## config.mk

```make
export PLATFORM = sky130hd
export DESIGN_NAME = ysyx_23060332_wbu
export DESIGN_NICKNAME = d
export VERILOG_FILES = /design/src/rtl/ysyx_23060332_wbu_pkg.sv /design/src/rtl/ysyx_23060332_load_align.sv /design/src/rtl/ysyx_23060332_wbu.sv
export SDC_FILE = /design/constraint.sdc
export NUM_CORES = 1
export LEC_CHECK = 0
export BUFFER_PORTS_ARGS = -buffer_cell sky130_fd_sc_hd__buf_4
export CORE_MARGIN = 2
export CORE_UTILIZATION = 53
export DETAILED_ROUTE_END_ITERATION = 6
export HOLD_SLACK_MARGIN = 0.02
export PLACE_DENSITY_LB_ADDON = 0.15
export SYNTH_ARGS = -nofsm -noshare
export SYNTH_HDL_FRONTEND = slang
export SYNTH_SLANG_ARGS = --single-unit
```

## constraint.sdc

```tcl
create_clock -name clk -period 5.3 [get_ports clk]
set_input_delay 0.265 -clock clk [delete_from_list [all_inputs] [get_ports clk]]
set_output_delay 0.265 -clock clk [all_outputs]
set_load 0.01 [all_outputs]
```

## src/rtl/ysyx_23060332_wbu_pkg.sv

```systemverilog
// Shared definitions for the write-back unit: FSM state encoding,
// load funct3 codes and default datapath widths.
package ysyx_23060332_wbu_pkg;

    localparam int WBU_XLEN = 32;
    localparam int WBU_RA_W = 5;

    typedef enum logic [1:0] {
        ST_IDLE = 2'd0,
        ST_REQ  = 2'd1,
        ST_WAIT = 2'd2,
        ST_WB   = 2'd3
    } wbu_state_e;

    localparam logic [2:0] F3_LB  = 3'd0;
    localparam logic [2:0] F3_LH  = 3'd1;
    localparam logic [2:0] F3_LW  = 3'd2;
    localparam logic [2:0] F3_LBU = 3'd4;
    localparam logic [2:0] F3_LHU = 3'd5;

endpackage

```

## src/rtl/ysyx_23060332_load_align.sv

```systemverilog
// Combinational load alignment: selects the byte/halfword addressed by the
// low address bits, extends it, and flags illegal or misaligned loads.
module ysyx_23060332_load_align
    import ysyx_23060332_wbu_pkg::*;
#(
    parameter int XLEN = WBU_XLEN
) (
    input  logic [2:0]      i_funct3,
    input  logic [1:0]      i_offset,
    input  logic [XLEN-1:0] i_word,
    output logic [XLEN-1:0] o_data,
    output logic            o_err
);

    logic [7:0]  w_byte;
    logic [15:0] w_half;

    always_comb begin
        w_byte = i_word[{i_offset, 3'b000} +: 8];
        w_half = i_word[{i_offset[1], 4'b0000} +: 16];
        o_data = '0;
        o_err  = 1'b0;
        unique case (i_funct3)
            F3_LB:  o_data = {{(XLEN-8){w_byte[7]}}, w_byte};
            F3_LBU: o_data = {{(XLEN-8){1'b0}}, w_byte};
            F3_LH: begin
                o_data = {{(XLEN-16){w_half[15]}}, w_half};
                o_err  = i_offset[0];
            end
            F3_LHU: begin
                o_data = {{(XLEN-16){1'b0}}, w_half};
                o_err  = i_offset[0];
            end
            F3_LW: begin
                o_data = i_word;
                o_err  = (i_offset != 2'b00);
            end
            default: o_err = 1'b1;
        endcase
    end

endmodule

```

## src/rtl/ysyx_23060332_wbu.sv

```systemverilog
// Write-back unit: retires one EXU instruction at a time, performs the
// single-word memory read for loads, and drives the register-file write port.
module ysyx_23060332_wbu
    import ysyx_23060332_wbu_pkg::*;
#(
    parameter int XLEN = WBU_XLEN,
    parameter int RA_W = WBU_RA_W
) (
    input  logic            clk,
    input  logic            rst,
    input  logic            in_valid,
    output logic            in_ready,
    input  logic [RA_W-1:0] in_rd,
    input  logic [XLEN-1:0] in_result,
    input  logic            in_rf_wen,
    input  logic            in_is_load,
    input  logic [2:0]      in_funct3,
    output logic            mem_req_valid,
    input  logic            mem_req_ready,
    output logic [XLEN-1:0] mem_addr,
    input  logic            mem_rsp_valid,
    input  logic [XLEN-1:0] mem_rdata,
    output logic [RA_W-1:0] waddr,
    output logic [XLEN-1:0] wdata,
    output logic            reg_wen,
    output logic            commit,
    output logic            load_err
);

    wbu_state_e      r_state, w_next;
    logic [RA_W-1:0] r_rd;
    logic [XLEN-1:0] r_result;
    logic [XLEN-1:0] r_wb_data;
    logic            r_rf_wen;
    logic [2:0]      r_funct3;
    logic            r_err;

    logic [2:0]      w_al_funct3;
    logic [1:0]      w_al_offset;
    logic [XLEN-1:0] w_al_data;
    logic            w_al_err;

    // One aligner serves both the IDLE legality check (incoming fields) and
    // the WAIT data extraction (captured fields).
    assign w_al_funct3 = (r_state == ST_IDLE) ? in_funct3 : r_funct3;
    assign w_al_offset = (r_state == ST_IDLE) ? in_result[1:0] : r_result[1:0];

    ysyx_23060332_load_align #(.XLEN(XLEN)) u_align (
        .i_funct3 (w_al_funct3),
        .i_offset (w_al_offset),
        .i_word   (mem_rdata),
        .o_data   (w_al_data),
        .o_err    (w_al_err)
    );

    always_ff @(posedge clk) begin
        if (rst) begin
            r_state   <= ST_IDLE;
            r_rd      <= '0;
            r_result  <= '0;
            r_wb_data <= '0;
            r_rf_wen  <= 1'b0;
            r_funct3  <= '0;
            r_err     <= 1'b0;
        end else begin
            r_state <= w_next;
            if (r_state == ST_IDLE && in_valid) begin
                r_rd      <= in_rd;
                r_result  <= in_result;
                r_wb_data <= in_result;
                r_rf_wen  <= in_rf_wen;
                r_funct3  <= in_funct3;
                r_err     <= in_is_load && w_al_err;
            end
            if (r_state == ST_WAIT && mem_rsp_valid) begin
                r_wb_data <= w_al_data;
            end
        end
    end

    always_comb begin
        w_next = r_state;
        unique case (r_state)
            ST_IDLE: begin
                if (in_valid) begin
                    w_next = (in_is_load && !w_al_err) ? ST_REQ : ST_WB;
                end
            end
            ST_REQ:  if (mem_req_ready) w_next = ST_WAIT;
            ST_WAIT: if (mem_rsp_valid) w_next = ST_WB;
            ST_WB:   w_next = ST_IDLE;
            default: w_next = ST_IDLE;
        endcase
    end

    always_comb begin
        in_ready      = (r_state == ST_IDLE);
        mem_req_valid = (r_state == ST_REQ);
        mem_addr      = {r_result[XLEN-1:2], 2'b00};
        waddr         = r_rd;
        wdata         = r_wb_data;
        commit        = (r_state == ST_WB);
        reg_wen       = (r_state == ST_WB) && r_rf_wen && (r_rd != '0) && !r_err;
        load_err      = (r_state == ST_WB) && r_err;
    end

endmodule

```

==> flow_summary.ini <==
[critical_path]
cp_slowest_cell = and2_1
worstPathRequired_ns = 5.59
crit_chain = inv_1 > ha_1 > buf_4 > and2_1 > nand2_1 > a21oi_1 > o31a_1
critPathMaxFanout = 38
path_class = flop to flop
r2r.worst_path.cells = 7
end_kind = flop
reg2reg_from = r_state[0]
cp_slowest_stage_delay_ns = 1.05
crit_arrival_ns = 3.04
ff2ff_setup_slack_ns = 2.55
worstSetupStartpointType = flop
r2r_end = wdata[6]

[cts]
cts_buffers = 9
cts_root_buf = clkbuf_8
cts_setup_buffers = 0
cts_sinks = 76
cts_max_level = 3
cts_tree = built
cts_hold_buf = 0
clkSlewWorstSetupHoldPaths_ns = 0.08
cts_buffer_depth = 2
clock_latency_ns = 0.34
cts_resized = 0

[grt]
antenna_found_initial = 0
grt_pass1_wl_um = 18400
top_usage_layer = met2
grtUsageMet2_pct = 44.4
grt_max_degree = 65
grt_overflow_total = 0
track_usage_pct = 27.2
grt_pass1_vias = 3720
groute.layer.met3.usage_pct = 5.09
grt_util_met1_pct = 36.2

[die]
start_util_pct = 53.8
core_area_um2 = 7610
num_rows = 32
die_area_um2 = 8440
pin_count = 153
dieHeight_um = 91.9
die_x_um = 91.9

[yosys]
netlist_area_um2 = 4090
synth_top_cell_by_area = dfxtp_1
async_flop_share_pct = 0
synthFlopType = dfxtp_1
yosysWarnings = 0
synth_cell_types = 56
synth_common_cells = nand2_1, dfxtp_1, a21oi_1, buf_4, clkbuf_1
synth_top_area_share_pct = 37.2
avgSynthCellArea_um2 = 8.23
ys_top_cells_by_area = dfxtp_1, nand2_1, a21oi_1
yosysMostFrequentCell = nand2_1
synth-seq-cells = 76
syn_inst = 497
yosysSeqAreaShare_pct = 37.2
synth-edff-count = 0

[sta]
final-setup-viol-count = 0
totalNegativeSetupSlack_ns = 0
slew_headroom_pct = 13.8
skew_ns = 0.00988
period_minus_slack_ns = 2.75
fmax_ghz = 0.364
rsz0062_at_grt = false
hold_viol_final = 0
fin_crit_sh_pct = 51.9
worst_slew_pin_slew_ns = 1.29
drv_slew = 0

[drt]
routed-via-count = 4006
routed_via_density = 5.73
routed_wl_um = 11700
wl_per_cell_um = 16.7
ant_nets = 0
dr.pass1.iters = 5
drt_drc_violations_left = 0
drt_iter0_markers = 243

[min_path]
min_from = mem_rdata[17]
whs_path_depth = 3
hold-path-endpoint = wdata[17]
worstHoldPathType = input port to flop

[cells_and_area]
fin_nets = 675
area_delta_synth_final_pct = 25.5
diodes = 0
nFillCells = 673
seq_area_um2 = 1520
drive_gt1_share_pct = 31.3
multi_input_area_um2 = 2130
post-route-util_pct = 67.5

[placed_design]
place_hpwl_um = 8440
gp_congestion = 0.860
io_buffers = 150

[outcome]
status = finished, final reports clean

[power]
ir_worst_vdd_mv = 0.424
powerDensity_nw_per_um2 = 439
finalPower_w = 0.00225
leakagePower_nw = 2.23

[job]
drv_cap = 0
## layer usage
layer / routed length, um / part of all wire (%) / vias up
li1: - / - / 1937
met1: 4980 / 43 / 1871
met2: 5570 / 48 / 173
met3: 850 / 7.3 / 25
met4: 260 / 2.2 / 0
met5: 0 / 0 / -
## cells by family (layout without fill, tap and decap cells)
logic type / Yosys count / after routing / share of synthesized area (%)
buffers and inverters: 74 / 173 / 10.9
AOI/OAI and AO/OA: 166 / 166 / 27.4
other: 1 / 2 / 0.0917
adders and majority gates: 4 / 4 / 1.22
DFF: 76 / 76 / 37.2
muxes: 14 / 14 / 3.98
and+or+nand+nor: 162 / 162 / 19.3
## how the worst max path moves through the flow
stage / from / end
CTS: r_state[0] / wdata[15]
finish: r_state[0] / wdata[6]
floorplan: r_state[0] / wdata[15]
detailed placement: r_state[0] / wdata[15]
global route: r_state[0] / wdata[15]
global placement: r_state[0] / wdata[15]
## power by group
| group | internal, W | switching [W] |
|---|---|---|
| clock network | 0.000220 | 0.000223 |
| logic | 0.000454 | 0.000586 |
| registers | 0.000692 | 0.0000779 |
## final cells by class
| class | instances | share of cell area [%] |
|---|---|---|
| clock inverter | 5 | 1.19 |
| sequential | 76 | 29.6 |
| multi-input combinational | 348 | 41.5 |
| timing repair buffer | 153 | 22.4 |
| tap | 102 | 2.48 |
| inverter | 4 | 0.292 |
| clock buffer | 11 | 2.56 |
## metrics by stage
stage / hold WS [ns] / std cells / cell area [um2] / setup WS (ns)
after global routing: 0.135 / 699 / 5140 / 2.36
after global placement: 0.443 / 683 / 4940 / 2.72
final: 0.138 / 699 / 5140 / 2.55
after detailed placement: 0.449 / 683 / 4940 / 2.62
after CTS: 0.129 / 699 / 5140 / 2.61
after floorplan: 0.383 / 498 / 4100 / 3.19
## state kept, by name (all words and copies together) (netlist names)
signal    flops
r_result     32
wdata        32
waddr         5
r_funct3      3
r_state       2
r_err         1
r_rf_wen      1
## cells in the final DEF (no fill, tap or decap), types with 8 or more instances in the layout
cell	count
buf_4	153
nand2_1	101
dfxtp_1	76
a21oi_1	73
a21boi_0	16
o2111ai_1	16
nor2_1	14
and3_1	10
o21ai_0	9
clkbuf_8	9
mux2i_1	8
## critical path, delay by kind of cell, from the launching register on
| kind | cells | cell delay [ns] |
|---|---|---|
| AOI/OAI and AO/OA | 2 | 0.36 |
| and+or+nand+nor | 2 | 1.40 |
| DFF | 1 | 0.34 |
| buffers and inverters | 2 | 0.44 |
| adders and majority gates | 1 | 0.15 |
(Power assumes the default switching activity.)
